==> config.mk <==
export PLATFORM = sky130hd
export DESIGN_NAME = dsp_acc
export DESIGN_NICKNAME = d
export VERILOG_FILES = /design/src/rtl/dsp_acc.sv
export SDC_FILE = /design/constraint.sdc
export NUM_CORES = 1
export LEC_CHECK = 0
export BUFFER_PORTS_ARGS = -buffer_cell sky130_fd_sc_hd__buf_4
export CELL_PAD_IN_SITES_DETAIL_PLACEMENT = 1
export CELL_PAD_IN_SITES_GLOBAL_PLACEMENT = 2
export CORE_ASPECT_RATIO = 1.4
export CORE_MARGIN = 2
export CORE_UTILIZATION = 35
export DETAILED_ROUTE_END_ITERATION = 8
export GPL_ROUTABILITY_DRIVEN = 0
export HOLD_SLACK_MARGIN = 0.15
export PLACE_DENSITY = 0.89
export SYNTH_ARGS = -nofsm -noshare
export SYNTH_HDL_FRONTEND = slang
export SYNTH_SLANG_ARGS = --single-unit
==> constraint.sdc <==
create_clock -name clk -period 6.8 [get_ports clk]
set_clock_uncertainty 0.2 [all_clocks]
set_input_delay 0.68 -clock clk [delete_from_list [all_inputs] [get_ports clk]]
set_output_delay 0.68 -clock clk [all_outputs]
set_load 0.05 [all_outputs]
==> src/rtl/dsp_acc.sv <==
// ---------------------------------------------------------------------------
// dsp_acc -- frame accumulator for the product stream of an (a+b)*c stage.
//
// Sums frames of (frame_len+1) signed samples and presents each frame sum on
// a valid/ready output with a one-cycle result latency.
//
// Parameters
//   DW        operand width of the upstream multiply; sample width is 2*DW
//   AW        frame-length field width; frames are 1..2^AW samples long
//
// Ports
//   clk         clock, rising edge
//   rst         synchronous active-high reset
//   s_tdata     signed product sample (2*DW bits)
//   s_tvalid    s_tdata valid
//   s_tready    block can accept a sample
//   frame_len   frame length minus one, sampled at the first sample of a frame
//   m_tdata     signed frame sum (2*DW bits)
//   m_tvalid    m_tdata valid
//   m_tready    downstream accepts m_tdata
//   m_ovf       frame sum did not fit in 2*DW bits (qualified by m_tvalid)
//
// Configuration
//   DSP_ACC_SAT_EN  defined:   m_tdata saturates to the signed 2*DW range
//                   undefined: m_tdata is the low 2*DW bits of the sum (wrap)
// ---------------------------------------------------------------------------
module dsp_acc #(
    parameter int DW = 8,
    parameter int AW = 4
) (
    input  logic                 clk,
    input  logic                 rst,
    input  logic signed [2*DW-1:0] s_tdata,
    input  logic                 s_tvalid,
    output logic                 s_tready,
    input  logic [AW-1:0]        frame_len,
    output logic signed [2*DW-1:0] m_tdata,
    output logic                 m_tvalid,
    input  logic                 m_tready,
    output logic                 m_ovf
);

    localparam int SW  = 2 * DW;   // sample / output width
    localparam int ACW = SW + AW;  // accumulator width: 2^AW full-scale samples never overflow

    typedef enum logic {
        IDLE  = 1'b0,  // no partial frame held
        ACCUM = 1'b1   // partial frame held in acc
    } state_t;

    state_t                 state, state_nxt;
    logic signed [ACW-1:0]  acc, acc_nxt;
    logic [AW-1:0]          cnt, cnt_nxt;
    logic [AW-1:0]          len, len_nxt;

    logic                   accept;
    logic                   frame_done;
    logic signed [ACW-1:0]  sample_ext;
    logic signed [ACW-1:0]  sum;
    logic [AW:0]            sum_top;
    logic                   sum_ovf;
    logic signed [SW-1:0]   sum_out;

    // The output register frees up in the same edge it is consumed, so a new
    // sample may be taken while the old result is being handed off.
    assign s_tready = !m_tvalid || m_tready;
    assign accept   = s_tvalid && s_tready;

    assign sample_ext = {{AW{s_tdata[SW-1]}}, s_tdata};

    // acc is kept at zero whenever the FSM is in IDLE, so the same adder
    // serves both the first sample of a frame and every later one.
    assign sum = acc + sample_ext;

    // The sum fits in SW signed bits exactly when the bits from the SW sign
    // position upward are all equal.
    assign sum_top = sum[ACW-1:SW-1];
    assign sum_ovf = !((&sum_top) || !(|sum_top));

`ifdef DSP_ACC_SAT_EN
    always_comb begin
        if (sum_ovf)
            sum_out = sum[ACW-1] ? {1'b1, {(SW-1){1'b0}}} : {1'b0, {(SW-1){1'b1}}};
        else
            sum_out = sum[SW-1:0];
    end
`else
    assign sum_out = sum[SW-1:0];
`endif

    // Next-state logic. frame_len is captured only on the first accepted
    // sample of a frame; later changes do not affect the frame in flight.
    always_comb begin
        // NOTE: every signal assigned in this block gets a default first, so no path can infer a latch.
        state_nxt  = state;
        acc_nxt    = acc;
        cnt_nxt    = cnt;
        len_nxt    = len;
        frame_done = 1'b0;
        if (accept) begin
            case (state)
                IDLE: begin
                    len_nxt = frame_len;
                    if (frame_len == '0) begin
                        frame_done = 1'b1;
                    end else begin
                        acc_nxt   = sum;
                        cnt_nxt   = AW'(1);
                        state_nxt = ACCUM;
                    end
                end
                ACCUM: begin
                    if (cnt == len) begin
                        frame_done = 1'b1;
                        acc_nxt    = '0;
                        cnt_nxt    = '0;
                        state_nxt  = IDLE;
                    end else begin
                        acc_nxt = sum;
                        cnt_nxt = cnt + AW'(1);
                    end
                end
                default: state_nxt = IDLE;
            endcase
        end
    end

    // NOTE: sequential state uses non-blocking assignments so every register samples pre-edge values.
    always_ff @(posedge clk) begin
        if (rst) begin
            state <= IDLE;
            acc   <= '0;
            cnt   <= '0;
            len   <= '0;
        end else begin
            state <= state_nxt;
            acc   <= acc_nxt;
            cnt   <= cnt_nxt;
            len   <= len_nxt;
        end
    end

    // Output register: a completing frame always wins, which also covers the
    // consume-and-reload edge without a bubble.
    always_ff @(posedge clk) begin
        if (rst) begin
            m_tvalid <= 1'b0;
            m_tdata  <= '0;
            m_ovf    <= 1'b0;
        end else if (frame_done) begin
            m_tvalid <= 1'b1;
            m_tdata  <= sum_out;
            m_ovf    <= sum_ovf;
        end else if (m_tready) begin
            m_tvalid <= 1'b0;
        end
    end

endmodule

* Word level (Yosys, flattened, before mapping)
Index checks and enable logic that the tools add are counted.
** Storage, ports and cells
- Bits in registers :: 47
- Logic and storage cells :: 39
** Operators by class
- Add/subtract/negate cells :: 2
- Equality and inequality tests :: 2
- Muxes and demuxes :: 15
- Bitwise logic cells :: 1
- Reductions and logical operators :: 12
** Operator list (number)
- $mux 20 :: 2
- $pmux 20 s2 :: 1
- $add 20x16->20 :: 1
- $mux 4 :: 2
- $pmux 4 s2 :: 1
- $mux 1 :: 7
- $reduce_and 5->1 :: 1
- $reduce_or 5->1 :: 1
- $add 4x1->4 const B :: 1
- $eq 4x4->1 :: 1
- $logic_not 4->1 :: 1
- $pmux 1 s2 :: 2
- $reduce_and 2->1 :: 2
- $logic_not 1->1 :: 3
- $logic_or 1x1->1 :: 2
- $ne 2x2->1 const B :: 1
- $reduce_bool 2->1 :: 1
- $logic_and 1x1->1 :: 1
- $not 1->1 :: 1

* Longest topological paths before layout
Gate-level depths: netlist of the first run.
- Word-level depth :: 5
- Gate-level depth with buffers :: 10
- Gate-level depth less buffers :: 10

* Worst setup path after synthesis of the first run
Ideal clock, no wire load.
- Path type :: input-to-reg
- Start point :: input s_tdata[0]
- End point :: register m_ovf
- Setup time :: 0.130 ns
- Arrival :: 2.697 ns
- Data required time :: 6.470 ns
- Path slack :: 3.773 ns
- Stages :: 10
- Path buffers :: 0
- Cell sequence :: ha_1 -> fa_1 -> a211oi_1 -> o211ai_1 -> nand3_1 -> a21oi_1 -> xor2_1 -> or4_1 -> o22ai_1 -> o31ai_1
** Between the ends
- Word-level cells in the longest chain between the ends :: 5
** RTL lines
- start: declaration :: line 33 : input logic signed [2*DW-1:0] s_tdata,
- $add 20x16->20 (*) :: line 73 : assign sum = acc + sample_ext;
- $reduce_or 5->1 :: line 78 : assign sum_ovf = !((&sum_top) || !(|sum_top));
- $logic_not 1->1 :: line 78
- $logic_or 1x1->1 (*) :: line 78
- $logic_not 1->1 (*) :: line 78
- end signal: assignment :: line 153 : m_ovf <= sum_ovf;
- end: declaration :: line 40 : output logic m_ovf
Every way passes the cells marked *; elsewhere a longest branch is shown, timed or not.
A chain may end at the register's enable or synchronous reset.

* Final worst setup path of the first run
Ends and elaborated chain as after synthesis.

==> results of run 1 <==
==> synthesized netlist by cell type, types with 2 or more instances <==
master and count:
a211oi_1 3, a21o_1 5, a21oi_1 52, a22oi_1 14, buf_2 3, clkbuf_1 11, dfxtp_1 47, ha_1 20
inv_1 7, nand2_1 58, nand2b_1 3, nand3_1 11, nand4_1 4, nor2_1 33, nor3_1 7, nor4_1 3
o211ai_1 6, o21ai_0 13, o21ai_1 2, o21bai_1 2, o31ai_1 4, or4_1 2, xnor2_1 10, xor2_1 9
==> power by group through the flow <==
stage | logic (mW) | registers [mW] | clock network (mW)
after floorplan | 0.203 | 0.342 | 0
after global placement | 0.296 | 0.322 | 0
after detailed placement | 0.301 | 0.323 | 0
after CTS | 0.304 | 0.317 | 0.225
after global routing | 0.339 | 0.321 | 0.232
final | 0.302 | 0.317 | 0.217
==> worst reg2reg max path, cell delays in order (launching register included) <==
cell and delay [ns]:
dfxtp_1 0.32, ha_1 0.23, fa_1 0.45, a211oi_1 0.32, o211ai_1 0.18, nand3_1 0.12, a21oi_1 0.10, xor2_1 0.18
or4_1 0.49, o22ai_1 0.14, o31ai_1 0.07
==> cells by family after synthesis <==
group	Yosys count	synth area share, %
AO/OA/AOI/OAI	116	27.1
XOR/XNOR	19	6.02
adder cells (fa/ha/maj)	21	9.77
buffers and inverters	22	3.12
flip-flops	47	34.0
AND/OR/NAND/NOR	127	19.9
==> registers in the layout, indices dropped and copies added, names as in the netlist <==
signal and flops:
acc 20, m_ovf 1, len 4, cnt 4, m_tdata 16, state 1, m_tvalid 1
==> worst min-delay path by stage <==
stage / from / end / slack [ns] / depth (start not counted)
2_1_floorplan: acc[18] / acc[18] / 0.24 / 2
3_3_place_gp: acc[0] / acc[0] / 0.24 / 2
3_5_place_dp: m_tdata[1] / m_tdata[1] / 0.25 / 2
4_1_cts: m_tdata[1] / m_tdata[1] / 0.26 / 2
5_1_grt: m_tdata[8] / m_tdata[8] / 0.28 / 2
6_report: m_tdata[0] / m_tdata[0] / 0.26 / 2
==> metrics by stage <==
| stage | total power [mW] | instances |
|---|---|---|
| after detailed placement | 0.625 | 481 |
| after CTS | 0.846 | 489 |
| after global placement | 0.619 | 481 |
| final | 0.836 | 489 |
| after global routing | 0.892 | 489 |
| after floorplan | 0.546 | 352 |
==> cell type report <==
cell class              count  area [µm²]
clock inverters             3        46.3
fillers                   979        4430
well taps                 100         125
clock buffers               5        68.8
multi-input cells         283        1740
flip-flops and latches     47         941
inverters                   7        26.3
repair buffers             44         330
==> layer usage <==
metal	routed length, µm	share of wire (%)
met4	170	2.2
met1	3430	45
met3	212	2.8
met2	3890	50
met5	0	0
==> implementation parameters, run 1 <==
Parameter                              Value

Timing
  Worst max-slew margin expressed relative to the limit    ~37%
  Ratio of final minimum period to clock period    45.6%
  Setup violation total in the final timing report    0
  Count of final hold-check violations    0
  Accumulated negative setup slack    0 ns
  Setup repair after global routing missed its margin    no
  Worst Slack Setup Final    ~3.7 ns
  Min Tclk post-route    between 3 and 4 ns
  Max-slew violation count    0
  Maximum operating frequency    roughly 320 MHz
  Post-route worst hold slack    0.261 ns
  Worst-margin pin slew    0.940 ns

Power and ir drop
  Static leakage    1.36 nW
  Net switching share of the total power    between 30% and 40%
  Internal power    0.527 mW
  Portion of total power attributed to combinational logic    36.2%
  Power density cells    255 mW/mm²
  Fraction of power consumed by sequential logic    37.9%
  Clock network fraction of total power    25.9%
  Peak ir drop on the vdd network    0.116 mV
  Net switching power of the design    0.309 mW

Global route
  Number of antenna violations at the first check in global routing    0
  Met2 GRT Util    between 30% and 40%
  Overall fraction of global-route tracks in use    18.6%
  Met1 GRT Util    22.8%
  Global Route met3 Usage    3.06%
  Pin count of the biggest net entering global routing    48
  First-pass GRT wire length    12900 µm
  Busiest grt layer    met2
  Number of global-route vias before repair    around 2800
  Final global-route overflow total    0

Worst setup path
  Worst reg-to-reg setup slack    3.86 ns
  Data required time at the worst endpoint    6.78 ns
  Termination of the worst setup path    m_ovf
  Max stage delay cell, worst path    or4_1
  Critical path buffers and inverters    1
  Levels on crit path    11
  Startpoint of the most critical setup path    s_tdata[0]
  Critical path type    in2reg
  Signal arrival time at the worst endpoint    3.09 ns
  Path depth of the worst reg2reg path    10
  Worst-path maximum fanout    3
  Critical path cell sequence    buf_4 -> ha_1 -> fa_1 -> a211oi_1 -> o211ai_1 -> nand3_1 -> a21oi_1 -> xor2_1 -> or4_1 -> o22ai_1 -> o31ai_1
  Crit Reg-Reg Startpoint    acc[0]
  Dominant delay contributor by cell family on the critical path    compound AO/OA/AOI/OAI gates
  CP startpoint kind    input pin
  Capturing point of the worst reg2reg path    m_ovf
  Delay of the slowest cell on the worst path    ~0.49 ns
  Crit path capture type    register

Finish
  Highest-count cells in the layout ignoring fill and taps    58 x nand2_1, 52 x a21oi_1, 47 x dfxtp_1
  Ant diodes    0
  Fraction of layout cells with a size suffix above 1    14.7%
  Fin util    42.5%
  Net count of the finished layout    between 400 and 500
  Area growth from synthesis to layout    18.5%
  Design Area, Final    approximately 0.0033 mm²
  Most frequent standard cell in the layout excluding fill and tap cells    nand2_1

Routing
  Drt first-iter violations    97
  Router iterations before antenna repair    4
  Residual DRC    0
  Average wire length per cell after detail routing    ~16 µm
  Vias post-DR    roughly 2700
  ANT nets after route    0
  Post-detailed-routing wire length    7690 µm
  Via density per instance    between 5 and 6

Floorplanning
  I/O pin total    between 40 and 50
  Die boundary width    79.1 µm
  Die footprint    0.00864 mm²
  Effective utilization at floorplan    between 30% and 40%
  Core region area    0.00770 mm²
  Site row count    38
  Height of the die    109 µm

Clock tree
  H-Tree Level Count    2
  Post-CTS clock slew at the launch and capture registers of the worst setup and hold paths    0.09 ns
  Maximum count of clock buffers along a single path    2
  Sinks on the clock net    47
  Source-to-sink clock delay at the later pin of the worst-skew pair    0.31 ns
  Total of hold buffers inserted after clock tree synthesis    0
  Setup Fix Bufs, Post-CTS    0
  Clock tree root buffer cell    clkbuf_8
  Clock tree from TritonCTS    built
  Number of buffers created by CTS    5
  Total of cells resized after clock tree synthesis    0

Outcome
  Status    finished, final reports clean

Placed design
  Placement Setup Slack    roughly 3.4 ns
  Port bufs    42
  HPWL after detailed placement    5770 µm
  Area after DPL    0.00316 mm²

Yosys
  Synthesized area divided by synthesized cell count    7.86 µm²
  Top flip-flop cell by instance count after synthesis    dfxtp_1
  Net count of the mapped netlist    397
  Number of flops mapped to enable cells by yosys    0
  Yosys cell types    47
  Biggest area contributors in the synthesized netlist    dfxtp_1 34%, a21oi_1 9.4%, ha_1 9.0%
  Cell area after synthesis    0.00277 mm²
  Library cell with the largest summed area after synthesis    dfxtp_1
  Top-area cell type share of the netlist area    34.0%
  Share of synthesized registers carrying an async set or reset    0%
  Number of standard cells after synthesis    352
  Sequential fraction of the synthesis area    34.0%
  Flip-flop and latch count after synthesis    47
  Synth Warn #    0

Job
  Number of maximum-capacitance constraint violations    0

Hold path
  Type of the worst min-delay path    reg2reg
Power figures use the tool's default switching activity.
==> run 2, diff against run 1 <==
ABC_AREA = 1   (was unset)
CORE_UTILIZATION = 32   (was 35)
PLACE_DENSITY = 0.86   (was 0.89)
clock period = 3.1 ns   (was 6.8 ns; I/O delays follow)
==> implementation parameters, run 2 <==
Parameter                              Value

Clock tree
  Total of hold buffers inserted after clock tree synthesis    5
  Maximum count of clock buffers along a single path    2
  H-Tree Level Count    2
  Total of cells resized after clock tree synthesis    0
  Post-CTS clock slew at the launch and capture registers of the worst setup and hold paths    0.07 ns
  Clock tree from TritonCTS    built
  Number of buffers created by CTS    5
  Setup Fix Bufs, Post-CTS    0
  Source-to-sink clock delay at the later pin of the worst-skew pair    0.30 ns
  Sinks on the clock net    between 40 and 50
  Clock tree root buffer cell    clkbuf_16

Worst setup path
  Capturing point of the worst reg2reg path    acc[12]
  Critical path type    reg2reg
  Crit path capture type    register
  Worst reg-to-reg setup slack    0.74 ns
  Path depth of the worst reg2reg path    11
  Worst-path maximum fanout    4
  Data required time at the worst endpoint    roughly 3.1 ns
  Signal arrival time at the worst endpoint    2.39 ns
  CP startpoint kind    register
  Crit Reg-Reg Startpoint    acc[0]

Finish
  Highest-count cells in the layout ignoring fill and taps    168 x nand2_1, 47 x dfxtp_1, 43 x buf_4
  Design Area, Final    0.00365 mm²
  Fin util    40.2%
  Area growth from synthesis to layout    21.2%
  Most frequent standard cell in the layout excluding fill and tap cells    nand2_1
  Fraction of layout cells with a size suffix above 1    approximately 16%
  Largest regs    acc (20), m_tdata (16)
  Ant diodes    0
  Biggest register    acc
  Max reg flops    20
  Net count of the finished layout    539

Yosys
  Number of standard cells after synthesis    446
  Top flip-flop cell by instance count after synthesis    dfxtp_1
  Net count of the mapped netlist    approximately 500
  Flip-flop and latch count after synthesis    47
  Yosys cell types    35
  Post-synth top cells    168 x nand2_1, 47 x dfxtp_1, 40 x inv_1
  Main combinational cell family by area after synthesis    simple AND/OR/NAND/NOR gates
  Share of synthesized registers carrying an async set or reset    0%
  Top-area cell type share of the netlist area    31.2%
  Library cell with the largest summed area after synthesis    dfxtp_1
  Cell area after synthesis    0.00301 mm²
  Sequential fraction of the synthesis area    31.2%
  Biggest area contributors in the synthesized netlist    dfxtp_1 31%, nand2_1 21%, ha_1 8.3%
  Synth Area in Compound Gates    12.6%
  Adder and majority cell fraction of the synthesized area    under 10%
  Most used standard cell by instance count after synthesis    nand2_1
  XOR/XNOR Fraction of Synth Area    5.23%
  Fraction of synthesized area in multiplexers    0%
  Synth Area in Simple Gates    34.9%
  Number of flops mapped to enable cells by yosys    0
  Synthesized area divided by synthesized cell count    around 6.8 µm²
  Synth Warn #    0

Routing
  Vias post-DR    around 3000
  Router iterations before antenna repair    5
  Post-detailed-routing wire length    between 8000 and 9000 µm
  ANT nets after route    0
  Drt first-iter violations    around 110
  Residual DRC    0
  Via density per instance    between 4 and 5
  Average wire length per cell after detail routing    14.7 µm

Timing
  Count of final hold-check violations    0
  Worst max-slew margin expressed relative to the limit    67.5%
  Maximum operating frequency    ~420 MHz
  Min Tclk post-route    2.36 ns
  Setup repair after global routing missed its margin    no
  Worst Slack Setup Final    0.739 ns
  Post-route worst hold slack    0.169 ns
  Setup violation total in the final timing report    0
  Worst-margin pin slew    between 0.4 and 0.5 ns
  Ratio of final minimum period to clock period    between 70% and 80%
  Max-slew violation count    0
  Accumulated negative setup slack    0 ns

Floorplanning
  Die footprint    slightly above 0.01 mm²
  Core region area    0.00908 mm²
  Height of the die    119 µm
  Site row count    41
  Effective utilization at floorplan    33.2%
  I/O pin total    43
  Die boundary width    around 86 µm

Hold path
  Capture endpoint of the worst hold path    m_tdata[0]
  Number of instances on the worst hold path    4
  Type of the worst min-delay path    in2reg
  Worst hold start    s_tdata[0]

Power and ir drop
  Internal power    1.32 mW
  Static leakage    1.88 nW
  Portion of total power attributed to combinational logic    34.3%
  Fraction of power consumed by sequential logic    33.6%
  Clock network fraction of total power    32.1%
  Power density cells    567 mW/mm²
  Net switching share of the total power    36.3%
  Peak ir drop on the vdd network    0.229 mV
  Net switching power of the design    0.752 mW

Global route
  Number of global-route vias before repair    3167
  First-pass GRT wire length    roughly 15000 µm
  Number of antenna violations at the first check in global routing    0
  Final global-route overflow total    0
  Overall fraction of global-route tracks in use    18.4%
  Pin count of the biggest net entering global routing    30

Outcome
  Status    finished, final reports clean

Placed design
  Placement Setup Slack    0.605 ns
  HPWL after detailed placement    6940 µm
  Port bufs    42
  Area after DPL    0.00343 mm²

Job
  Number of maximum-capacitance constraint violations    0
==> run 2: changes by cell type after synthesis, moves of 10 or more <==
| cell | previous run | this run |
|---|---|---|
| nand2_1 | 58 | 168 |
| inv_1 | 7 | 40 |
| nand3_1 | 11 | 27 |
| a21oi_1 | 52 | 38 |
| a22oi_1 | 14 | 0 |
| o21ai_0 | 13 | 3 |
| o21ai_2 | 0 | 10 |
==> run 2: worst max-delay path by stage <==
stage               startpoint  slack [ns]       to
finish                  acc[0]        0.74  acc[12]
CTS                     acc[0]        0.71  acc[12]
detailed placement  s_tdata[0]        0.60  acc[12]
global placement    s_tdata[0]        0.64  acc[12]
floorplan             m_tvalid        0.74  acc[12]
global route            acc[2]        0.59    m_ovf
==> run 2: routing by layer <==
layer / vias up / routed length (µm) / part of all wire, % / global-route usage, %
met2: 33 / 4780 / 54 / 34.0
li1: 1527 / - / - / -
met1: 1423 / 3680 / 41 / 20.5
met4: 0 / 219 / 2.5 / 6.94
met5: - / 0 / 0 / 0
met3: 14 / 197 / 2.2 / 2.91
==> run 2: kinds of logic (layout without fill, tap and decap cells) <==
kind of cell             Yosys count  in the layout
AO/OA/AOI/OAI                     62             62
AND/OR/NAND/NOR                  247            247
adder cells (fa/ha/maj)           21             21
XOR/XNOR                          18             18
buffers and inverters             51            100
flip-flops                        47             47
==> run 2: metrics by stage <==
| stage | power, mW | cells |
|---|---|---|
| 5_1_grt | 2.20 | 602 |
| 3_5_place_dp | 1.42 | 589 |
| 6_report | 2.07 | 602 |
| 3_3_place_gp | 1.40 | 589 |
| 2_1_floorplan | 1.22 | 446 |
| 4_1_cts | 2.09 | 602 |
==> run 2: power by group through the flow <==
| stage | Clock (mW) | Sequential, mW | Combinational, mW |
|---|---|---|---|
| after floorplan | 0 | 0.757 | 0.464 |
| after global placement | 0 | 0.707 | 0.697 |
| after detailed placement | 0 | 0.710 | 0.708 |
| after CTS | 0.678 | 0.696 | 0.719 |
| after global routing | 0.698 | 0.702 | 0.800 |
| final | 0.664 | 0.695 | 0.711 |
==> run 2: final cells by class <==
type	count	area, µm²
Inverter	44	169
Sequential cell	47	941
Tap cell	107	134
Multi-Input combinational cell	348	1860
Clock inverter	2	38.8
Fill cell	1157	5430
Clock buffer	6	139
Timing Repair Buffer	48	373
==> run 2: worst max-delay path: stages, from the launching register on <==
cell and delay (ns):
dfxtp_1 0.32, ha_1 0.24, fa_1 0.46, nand2_1 0.09, nand3_1 0.08, nand3_1 0.08, nand2_1 0.12, nand3_1 0.10
nand3_1 0.08, xor2_1 0.29, nand2_1 0.11, a21oi_1 0.13
==> run 3, diff against run 2 <==
ABC_AREA = 0   (was 1)
CORE_UTILIZATION = 30   (was 32)
PLACE_DENSITY = 0.81   (was 0.86)
clock period = 2.1 ns   (was 3.1 ns; I/O delays follow)
==> implementation parameters, run 3 (same netlist as run 1, synthesis figures left out) <==
Parameter                              Value

Worst setup path
  Critical path type    reg2reg
  Worst-path maximum fanout    3
  Signal arrival time at the worst endpoint    between 2 and 3 ns
  Path depth of the worst reg2reg path    11
  Capturing point of the worst reg2reg path    m_ovf
  Data required time at the worst endpoint    2.06 ns
  Crit path capture type    register
  CP startpoint kind    register
  Worst reg-to-reg setup slack    -0.67 ns
  Crit Reg-Reg Startpoint    acc[0]

Floorplanning
  Die footprint    0.0100 mm²
  Effective utilization at floorplan    30.8%
  Site row count    41
  Die boundary width    85.1 µm
  I/O pin total    43
  Core region area    0.00898 mm²
  Height of the die    118 µm

Finish
  Biggest register    acc
  Largest regs    acc (20), m_tdata (16)
  Max reg flops    20
  Ant diodes    0
  Fraction of layout cells with a size suffix above 1    a little over two fifths
  Area growth from synthesis to layout    60.5%
  Most frequent standard cell in the layout excluding fill and tap cells    buf_4
  Area occupied by multi-input gates    0.00218 mm²
  Register cell area after layout    948 µm²
  Filler cell count in the final layout    1036
  Highest-count cells in the layout ignoring fill and taps    113 x buf_4, 51 x nand2_1, 43 x dfxtp_1
  Net count of the finished layout    516

Hold path
  Capture endpoint of the worst hold path    acc[0]
  Type of the worst min-delay path    in2reg
  Number of instances on the worst hold path    4
  Worst hold start    s_tdata[0]

Timing
  Max-slew violation count    0
  Count of final hold-check violations    0
  Setup violation total in the final timing report    25
  Maximum operating frequency    approximately 360 MHz
  Worst max-slew margin expressed relative to the limit    between 70% and 80%
  Min Tclk post-route    approximately 2.8 ns
  Accumulated negative setup slack    -6.77 ns
  Ratio of final minimum period to clock period    132%
  Setup repair after global routing missed its margin    yes
  Worst Slack Setup Final    -0.673 ns
  Worst-margin pin slew    0.435 ns

Clock tree
  Source-to-sink clock delay at the later pin of the worst-skew pair    0.29 ns
  Clock tree from TritonCTS    built
  Post-CTS clock slew at the launch and capture registers of the worst setup and hold paths    around 0.07 ns
  Number of buffers created by CTS    5
  Sinks on the clock net    47
  Clock tree root buffer cell    clkbuf_16
  Maximum count of clock buffers along a single path    2
  H-Tree Level Count    2

Global route
  Pin count of the biggest net entering global routing    40
  Number of global-route vias before repair    3259
  Overall fraction of global-route tracks in use    18.9%
  Number of antenna violations at the first check in global routing    0
  First-pass GRT wire length    15400 µm
  Final global-route overflow total    0

Routing
  ANT nets after route    0
  Post-detailed-routing wire length    9740 µm
  Drt first-iter violations    40
  Vias post-DR    3045
  Router iterations before antenna repair    4
  Via density per instance    between 5 and 6
  Residual DRC    0
  Average wire length per cell after detail routing    16.8 µm

Power and ir drop
  Static leakage    1.86 nW
  Internal power    2.19 mW
  Overall power of the completed layout    3.45 mW
  Portion of total power attributed to combinational logic    46.6%
  Peak ir drop on the vdd network    0.452 mV
  Net switching share of the total power    36.6%
  Clock network fraction of total power    23.3%
  Net switching power of the design    roughly 1.3 mW
  Fraction of power consumed by sequential logic    30.1%
  Power density cells    778 mW/mm²

Outcome
  Status    finished, violations left
  Violated checks    setup timing

Placed design
  HPWL after detailed placement    6880 µm
  Port bufs    42

Job
  Number of maximum-capacitance constraint violations    0
## run 3: cell count changes in the layout (fill, tap and decap cells not counted), moves of 8 or more
cell	delta
ha_4	+10
a22oi_1	+8
nand3_1	-16
nand2_1	-117
inv_1	-33
o21ai_0	+8
o21ai_2	-8
a21oi_2	+11
buf_4	+70
ha_1	-11
## run 3: timing repair
item,CTS,global route
setup endpoints to repair,20,37
hold endpoints to repair,14,0
hold buffers,8,0
setup buffers,4,9
gates resized for setup,28,42
pin swaps,10,34
## run 3: cell type report
type,instances,area share (%)
Timing Repair Buffer,127,22.7
Clock buffer,5,2.82
Inverter,7,0.592
Clock inverter,3,0.451
Sequential cell,47,21.4
Multi-Input combinational cell,283,49.0
Tap cell,107,3.02
## run 3: stage by stage
step / setup slack [ns] / hold slack (ns) / util (%) / cells / area (µm²)
after floorplan: -0.471 / 0.146 / - / 352 / 2860
after global placement: -0.601 / 0.240 / 41.7 / 551 / 3750
after detailed placement: -0.699 / 0.253 / 41.7 / 551 / 3750
after CTS: -0.590 / 0.161 / 46.6 / 571 / 4180
after global routing: -0.768 / 0.181 / 49.4 / 579 / 4440
final: -0.673 / 0.158 / 49.4 / 579 / 4440
## run 3: routing by layer
layer,GRT usage (%),routed length [µm],up-vias
li1,-,-,1507
met1,21.9,4040,1490
met2,35.4,5380,39
met3,2.31,176,9
met4,5.46,146,0
met5,0,0,-
## run 3: worst max path at each step
stage / from / end / slack (ns)
finish: acc[0] / m_ovf / -0.67
global route: acc[0] / m_ovf / -0.77
floorplan: acc[1] / m_ovf / -0.47
global placement: s_tdata[0] / m_ovf / -0.60
CTS: acc[2] / m_ovf / -0.59
detailed placement: s_tdata[6] / m_ovf / -0.70
## run 3: power groups by stage
stage,registers (mW),clock network [mW],logic [mW]
after floorplan,1.11,0,0.691
after global placement,1.05,0,1.26
after detailed placement,1.05,0,1.29
after CTS,1.04,0.830,1.45
after global routing,1.05,0.870,1.74
final,1.04,0.806,1.61
## run 3: worst max-delay path: stages (launching register included)
cell	delay (ns)
dfxtp_2	0.33
ha_4	0.17
fa_2	0.37
buf_4	0.16
a21oi_4	0.15
o211ai_1	0.10
nand2_1	0.15
o31ai_2	0.08
xor2_1	0.17
or4_1	0.55
o22ai_2	0.12
o31ai_1	0.09
